==> config.mk <==
export PLATFORM = sky130hd
export DESIGN_NAME = xor_nn_seq
export DESIGN_NICKNAME = d
export VERILOG_FILES = /design/src/rtl/xor_nn_pkg.sv /design/src/rtl/xor_nn_seq_check.sv /design/src/rtl/xor_nn_seq.sv
export SDC_FILE = /design/constraint.sdc
export NUM_CORES = 1
export LEC_CHECK = 0
export CAP_MARGIN = 40
export CORE_MARGIN = 2
export CORE_UTILIZATION = 41
export DETAILED_ROUTE_END_ITERATION = 10
export GPL_ROUTABILITY_DRIVEN = 0
export PLACE_DENSITY = 0.77
export SETUP_SLACK_MARGIN = 0.3
export SYNTH_ARGS = -nofsm -noshare
export SYNTH_HDL_FRONTEND = slang
export SYNTH_SLANG_ARGS = --single-unit
==> constraint.sdc <==
create_clock -name clk -period 1.6 [get_ports clk]
set_input_delay 0.32 -clock clk [delete_from_list [all_inputs] [get_ports clk]]
set_output_delay 0.32 -clock clk [all_outputs]
set_load 0.1 [all_outputs]
==> src/rtl/xor_nn_pkg.sv <==
// Shared types and constants for the XOR neural-network core and its sequencer.
// Q8.8 activations are 16-bit signed: 8 integer bits, 8 fraction bits.
package xor_nn_pkg;

    localparam int XOR_NN_LATENCY = 6;

    typedef logic signed [15:0] q88_t;

    localparam q88_t Q88_ONE  = 16'sh0100;
    localparam q88_t Q88_ZERO = 16'sh0000;

endpackage

==> src/rtl/xor_nn_seq_check.sv <==
// Golden XOR reference that travels alongside the core pipeline and flags wrong decisions.
// Compiled and instantiated only when XOR_NN_SEQ_CHECK_EN is defined.
`ifdef XOR_NN_SEQ_CHECK_EN
module xor_nn_seq_check
    import xor_nn_pkg::*;
#(
    parameter int LATENCY = XOR_NN_LATENCY
) (
    input  logic       clk,
    input  logic       rst,
    input  logic       i_advance,
    input  logic       i_fire,
    input  logic       i_gold_bit,
    input  logic       i_vld_last,
    input  logic       i_consume,
    input  logic       i_out_class,
    output logic       o_err_sticky,
    output logic [7:0] o_err_count
);

    logic [LATENCY-1:0] r_gold;
    logic               r_expected;
    logic               r_err_sticky;
    logic [7:0]         r_err_count;

    // Shifts on exactly the same edges as the valid tracker, so the golden bit
    // at the last stage always belongs to the sample the core is presenting.
    always_ff @(posedge clk) begin
        if (rst) begin
            r_gold       <= '0;
            r_expected   <= 1'b0;
            r_err_sticky <= 1'b0;
            r_err_count  <= '0;
        end else begin
            if (i_advance) begin
                r_gold <= {r_gold[LATENCY-2:0], i_fire & i_gold_bit};
                if (i_vld_last)
                    r_expected <= r_gold[LATENCY-1];
            end
            if (i_consume && (i_out_class != r_expected)) begin
                r_err_sticky <= 1'b1;
                if (r_err_count != 8'hFF)
                    r_err_count <= r_err_count + 8'd1;
            end
        end
    end

    assign o_err_sticky = r_err_sticky;
    assign o_err_count  = r_err_count;

endmodule
`endif

==> src/rtl/xor_nn_seq.sv <==
// Streaming valid/ready wrapper around the 6-stage XOR NN core; stalls the core on back-pressure.
// Optional golden-model checker and error ports are enabled by XOR_NN_SEQ_CHECK_EN.
module xor_nn_seq
    import xor_nn_pkg::*;
#(
    parameter int          LATENCY = XOR_NN_LATENCY,
    parameter logic [15:0] ONE_Q88 = Q88_ONE
) (
    input  logic        clk,
    input  logic        rst,
    input  logic        in_valid,
    output logic        in_ready,
    input  logic        in_a,
    input  logic        in_b,
    output logic        nn_en,
    output logic [15:0] nn_x1,
    output logic [15:0] nn_x2,
    input  logic        nn_cl,
    output logic        out_valid,
    input  logic        out_ready,
    output logic        out_class,
    output logic        busy,
    output logic [15:0] out_count
`ifdef XOR_NN_SEQ_CHECK_EN
    ,
    output logic        err_sticky,
    output logic [7:0]  err_count
`endif
);

    logic               w_advance;
    logic               w_fire;
    logic               w_consume;
    logic [LATENCY-1:0] r_vld;
    logic               r_out_valid;
    logic               r_out_class;
    logic [15:0]        r_out_count;

    // The whole pipeline moves as one: a held result freezes the core and the input together.
    assign w_advance = ~rst & (~r_out_valid | out_ready);
    assign w_fire    = in_valid & w_advance;
    assign w_consume = r_out_valid & out_ready;

    assign nn_en    = w_advance;
    assign in_ready = w_advance;
    assign nn_x1    = (w_fire & in_a) ? ONE_Q88 : Q88_ZERO;
    assign nn_x2    = (w_fire & in_b) ? ONE_Q88 : Q88_ZERO;

    // NOTE: sequential state uses non-blocking assignments so every register
    // samples pre-edge values, independent of statement order.
    always_ff @(posedge clk) begin
        if (rst) begin
            r_vld       <= '0;
            r_out_valid <= 1'b0;
            r_out_class <= 1'b0;
        end else if (w_advance) begin
            r_vld       <= {r_vld[LATENCY-2:0], w_fire};
            r_out_valid <= r_vld[LATENCY-1];
            if (r_vld[LATENCY-1])
                r_out_class <= nn_cl;
        end
    end

    always_ff @(posedge clk) begin
        if (rst)
            r_out_count <= '0;
        else if (w_consume)
            r_out_count <= r_out_count + 16'd1;
    end

    assign out_valid = r_out_valid;
    assign out_class = r_out_class;
    assign out_count = r_out_count;
    assign busy      = (|r_vld) | r_out_valid;

`ifdef XOR_NN_SEQ_CHECK_EN
    xor_nn_seq_check #(
        .LATENCY (LATENCY)
    ) u_check (
        .clk          (clk),
        .rst          (rst),
        .i_advance    (w_advance),
        .i_fire       (w_fire),
        .i_gold_bit   (in_a ^ in_b),
        .i_vld_last   (r_vld[LATENCY-1]),
        .i_consume    (w_consume),
        .i_out_class  (r_out_class),
        .o_err_sticky (err_sticky),
        .o_err_count  (err_count)
    );
`endif

endmodule
## Word-level counts from Yosys, hierarchy flattened

Index checks and enable logic that the tools add are counted.

| operators by class | value |
|---|---|
| add/subtract/negate cells | 1 |
| mux-type cells | 2 |
| bitwise operators | 9 |
| reduce and logical (&&, ||, !) cells | 2 |

Operators with widths:

| operator | number |
|---|---|
| 2-to-1 mux 9 bit | 2 |
| adder 16 x 1 -> 16 bit (second input constant) | 1 |
| OR reduction 6 bit | 1 |
| AND 1 bit | 5 |
| inverter 1 bit | 2 |
| bitwise OR 1 bit | 2 |
| AND reduction 2 bit | 1 |

| word-level totals | value |
|---|---|
| register bits after elaboration | 24 |
| input port bits | 7 |

## Longest topological paths before layout

| depth | value |
|---|---|
| depth in word-level cells | 6 |
| depth in mapped cells | 6 |
| depth with buffers taken out | 5 |

## Least setup slack after synthesis

OpenSTA, ideal clock, no wires.

| path | value |
|---|---|
| path type | reg-to-output |
| from | register r_out_valid (netlist: out_valid) |
| to | output nn_x1[8] |
| arrival time | 3,533 ps |
| required time | 1,280 ps |
| path slack | -2,253 ps |
| cell stages (with the launch flop) | 6 |
| path buffers | 2 |
| cells stage by stage | dfxtp_1 buf_2 nor2b_1 clkbuf_1 nor2_1 and3_1 |

| on the way | value |
|---|---|
| word-level cells in the longest chain between the ends | 6 |

RTL lines:

| what | RTL line | text |
|---|---|---|
| start, declared | xor_nn_seq.sv:35 | `logic r_out_valid;` |
| start signal, assigned | xor_nn_seq.sv:58 | `r_out_valid <= r_vld[LATENCY-1];` |
| inverter 1 bit | xor_nn_seq.sv:40 | `assign w_advance = ~rst & (~r_out_valid \| out_ready);` |
| bitwise OR 1 bit | xor_nn_seq.sv:40 |  |
| AND 1 bit | xor_nn_seq.sv:40 |  |
| net in_ready | xor_nn_seq.sv:12 | `output logic in_ready,` |
| AND 1 bit | xor_nn_seq.sv:41 | `assign w_fire = in_valid & w_advance;` |
| AND 1 bit | xor_nn_seq.sv:46 | `assign nn_x1 = (w_fire & in_a) ? ONE_Q88 : Q88_ZERO;` |
| 2-to-1 mux 9 bit | xor_nn_seq.sv:46 |  |
| end, declared | xor_nn_seq.sv:16 | `output logic [15:0] nn_x1,` |

The timed path passes the listed nets, and every way through them passes these cells.

## Worst setup path in the final report

| path | value |
|---|---|
| from | register r_out_valid (netlist: out_valid) |
| to | output nn_x1[8] |

| on the way | value |
|---|---|
| word-level cells in the longest chain between the ends | 6 |

RTL lines:

| what | RTL line |
|---|---|
| inverter 1 bit | xor_nn_seq.sv:40 |
| bitwise OR 1 bit | xor_nn_seq.sv:40 |
| AND 1 bit | xor_nn_seq.sv:40 |
| AND 1 bit | xor_nn_seq.sv:41 |
| AND 1 bit | xor_nn_seq.sv:46 |
| 2-to-1 mux 9 bit | xor_nn_seq.sv:46 |

No other way between the ends.

==> run metrics <==
HP Start=r_vld[4]; clock skew=1.195 ps; most frequent cells in the layout=30 x conb_1, 23 x buf_12, 21 x buf_4; top cell type's share of synthesized area=0.3623; layout net count=approximately 230; Port Buf Inserts=29; status=finished with violations; Hold WC Path Type=reg -> reg; Pins Over Slew Limit=0; register area share after synthesis=0.3623; synthesized instance count=around 160; Most used DFF post-synth=dfxtp_1; largest net degree at the start of global routing=16; Power, Total=1.317 mW; Mapped Area=~1300 um2; layout cells sized above 1=0.4725; failing checks=setup timing; Hold Slack=roughly 480 ps; slowest CP cell=dfxtp_4; Yosys warning total=0; sw power=between 500 and 600 uW; Routed Wire Length=3459 um; CTS HTree Levels=1; Core ar.=between 3000 and 4000 um2; Startpoint Class=flop; number of synthesized register bits=24; Clock Sinks=24; DRT antenna net count=0; grt ovf=0; Tmin final=1604 ps; Async SR Flop Fraction=0; FP Rows=20; crit-path max FO=3; DP Wirelength=between 2000 and 2500 um; Sw Ratio=0.4470; largest area contributor in the netlist=dfxtp_1; initial antenna violation count=0; CTS clk-pin slew, worst paths=about 130 ps; power per cell area=569.9 nW/um2; Hold Fails Final Rpt=0; biggest cell delay along the critical path=between 300 and 400 ps; Worst-Skew Late Latency=310 ps; Worst Path Buf+Inv=1; full die area=about 3700 um2; Via density=approximately 4.7; maximum root-to-sink buffer count=2; Peak supply drop=around 0.37 mV; drt initial violations=30; Setup CP Type=reg -> out; hold_buf cts=0; Clock power frac=0.210; cell internal pwr=around 730 uW; Lkg Pwr=slightly above 1 nW; fin crit share=1.002; first-pass detailed-route iteration total=4; CTS Buf Count=3; vias=1226; Highest Clock Rate=623.5 MHz; Area Overhead vs Synth=74.25%; EDFF count, synth=0; initial core utilization=0.4344; DRC viols=0; io pins=60; first-pass GRT wire length=4650 um; CP arrival=between 1000 and 1500 ps; CP Cell Sequence=nor2b_4, nor2_4, and3_4, buf_12; Worst R2R Setup Slack=130 ps; Die H=between 60 and 70 um; CTS tree=yes; CP Launch Point=out_valid; Synth area leaders=dfxtp_1 36%, buf_4 18%, nand2_1 5.9%, nor2_1 5.4%, xnor2_1 5.3%; launching point of the worst reg2reg path=out_valid; Flop pwr share=0.442; Req. time, crit path=about 1300 ps; RSZ-0062 raised after global routing=true; vias in the first global route=about 1000; Cell variety after synth=28; Die Span X=approximately 61 um; final worst setup slack=-3.840 ps; gr usage total=0.1656; Layout Cells excl Fill=approximately 260; Placed Cells=about 240; final setup vio count=2; root buf cell=clkbuf_4; most common cell after layout, fill and taps aside=conb_1; max_cap viols=0; Setup crit end kind=output pin; Top Family by Delay on Critical Path=simple AND/OR/NAND/NOR gates; antenna diode count=0; Syn Area/Cell=roughly 8.3 um2; WL per Instance=roughly 13 um; Comb power frac=0.348
cell type report:
cell class                 instances  area [um2]
fill                             192       742.0
timing repair buffer              63       822.0
multi-input combinational        124       854.6
tap                               44       55.05
sequential                        24       541.8
inverter                           3       11.26
clock inverter                     1       3.754
clock buffer                       3       22.52
cells by family (layout without fill, tap and decap cells):
| kind of cell | after synthesis | count (layout) | share of synthesized area |
|---|---|---|---|
| other | 1 | 30 | 0.002827 |
| and+or+nand+nor | 69 | 69 | 0.2887 |
| buffers and inverters | 40 | 70 | 0.2019 |
| xor gates and xnor gates | 13 | 13 | 0.08585 |
| AOI/OAI and AO/OA | 10 | 10 | 0.04056 |
| muxes | 1 | 1 | 0.008490 |
| DFF | 24 | 24 | 0.3623 |
| adders and majority gates | 1 | 1 | 0.009432 |
power groups by stage:
stage | clock (mW) | combinational, mW | sequential [mW]
3_3_place_gp | 0 | 0.449 | 0.593
3_5_place_dp | 0 | 0.451 | 0.593
2_1_floorplan | 0 | 0.443 | 0.594
5_1_grt | 0.307 | 0.468 | 0.582
6_report | 0.277 | 0.458 | 0.582
4_1_cts | 0.278 | 0.455 | 0.581
layer usage:
layer,global-route usage,routed length (um),vias up
met5,0,0,-
met4,0.05590,68,0
met3,0.01279,92,6
met2,0.3118,2016,34
met1,0.1961,1281,601
li1,-,-,585
worst paths after layout:
kind	endpoint	cells past startpoint
worst max-delay path	nn_x1[8]	4
worst min-delay path	r_vld[4]	2
worst max register to register	out_count[8]	6
worst min register to register	r_vld[4]	2
per-stage QoR:
step	TNS [ps]	setup slack [ps]	instance area, um2	utilization
4_1_cts	-24.19	-12.28	2165	0.7090
2_1_floorplan	-1947	-653.5	1560	-
3_3_place_gp	-1871	-174.6	1952	0.6393
5_1_grt	-165.1	-51.70	2311	0.7570
3_5_place_dp	-2284	-216.9	1952	0.6393
6_report	-6.549	-3.840	2311	0.7570
sequential cells by signal, indices dropped and copies added (netlist names):
signal,cells
out_count,16
r_vld,6
out_class,1
out_valid,1
repair_timing:
item / 4_1_cts / 5_1_grt
pin swaps: 14 / 20
resized for setup: 16 / 21
setup endpoints to repair: 15 / 20
buffers inserted: 15 / 8
worst register-to-register path, stage by stage (launching register included):
cell and delay, ps:
dfxtp_4 380, buf_4 110, buf_6 110, nand4_4 130, or3_4 400, xor2_1 190, nor2_1 60
synthesized netlist by cell type (all sizes together) (3+ instances only):
cell / number
inv: 3
nand2: 21
nand4: 7
xnor2: 8
and3: 3
nor4: 5
dfxtp: 24
clkbuf: 5
a21oi: 9
buf: 32
nor3: 4
nand3: 5
xor2: 5
nor2: 19
Note: power is estimated with default switching activity, not from simulation.
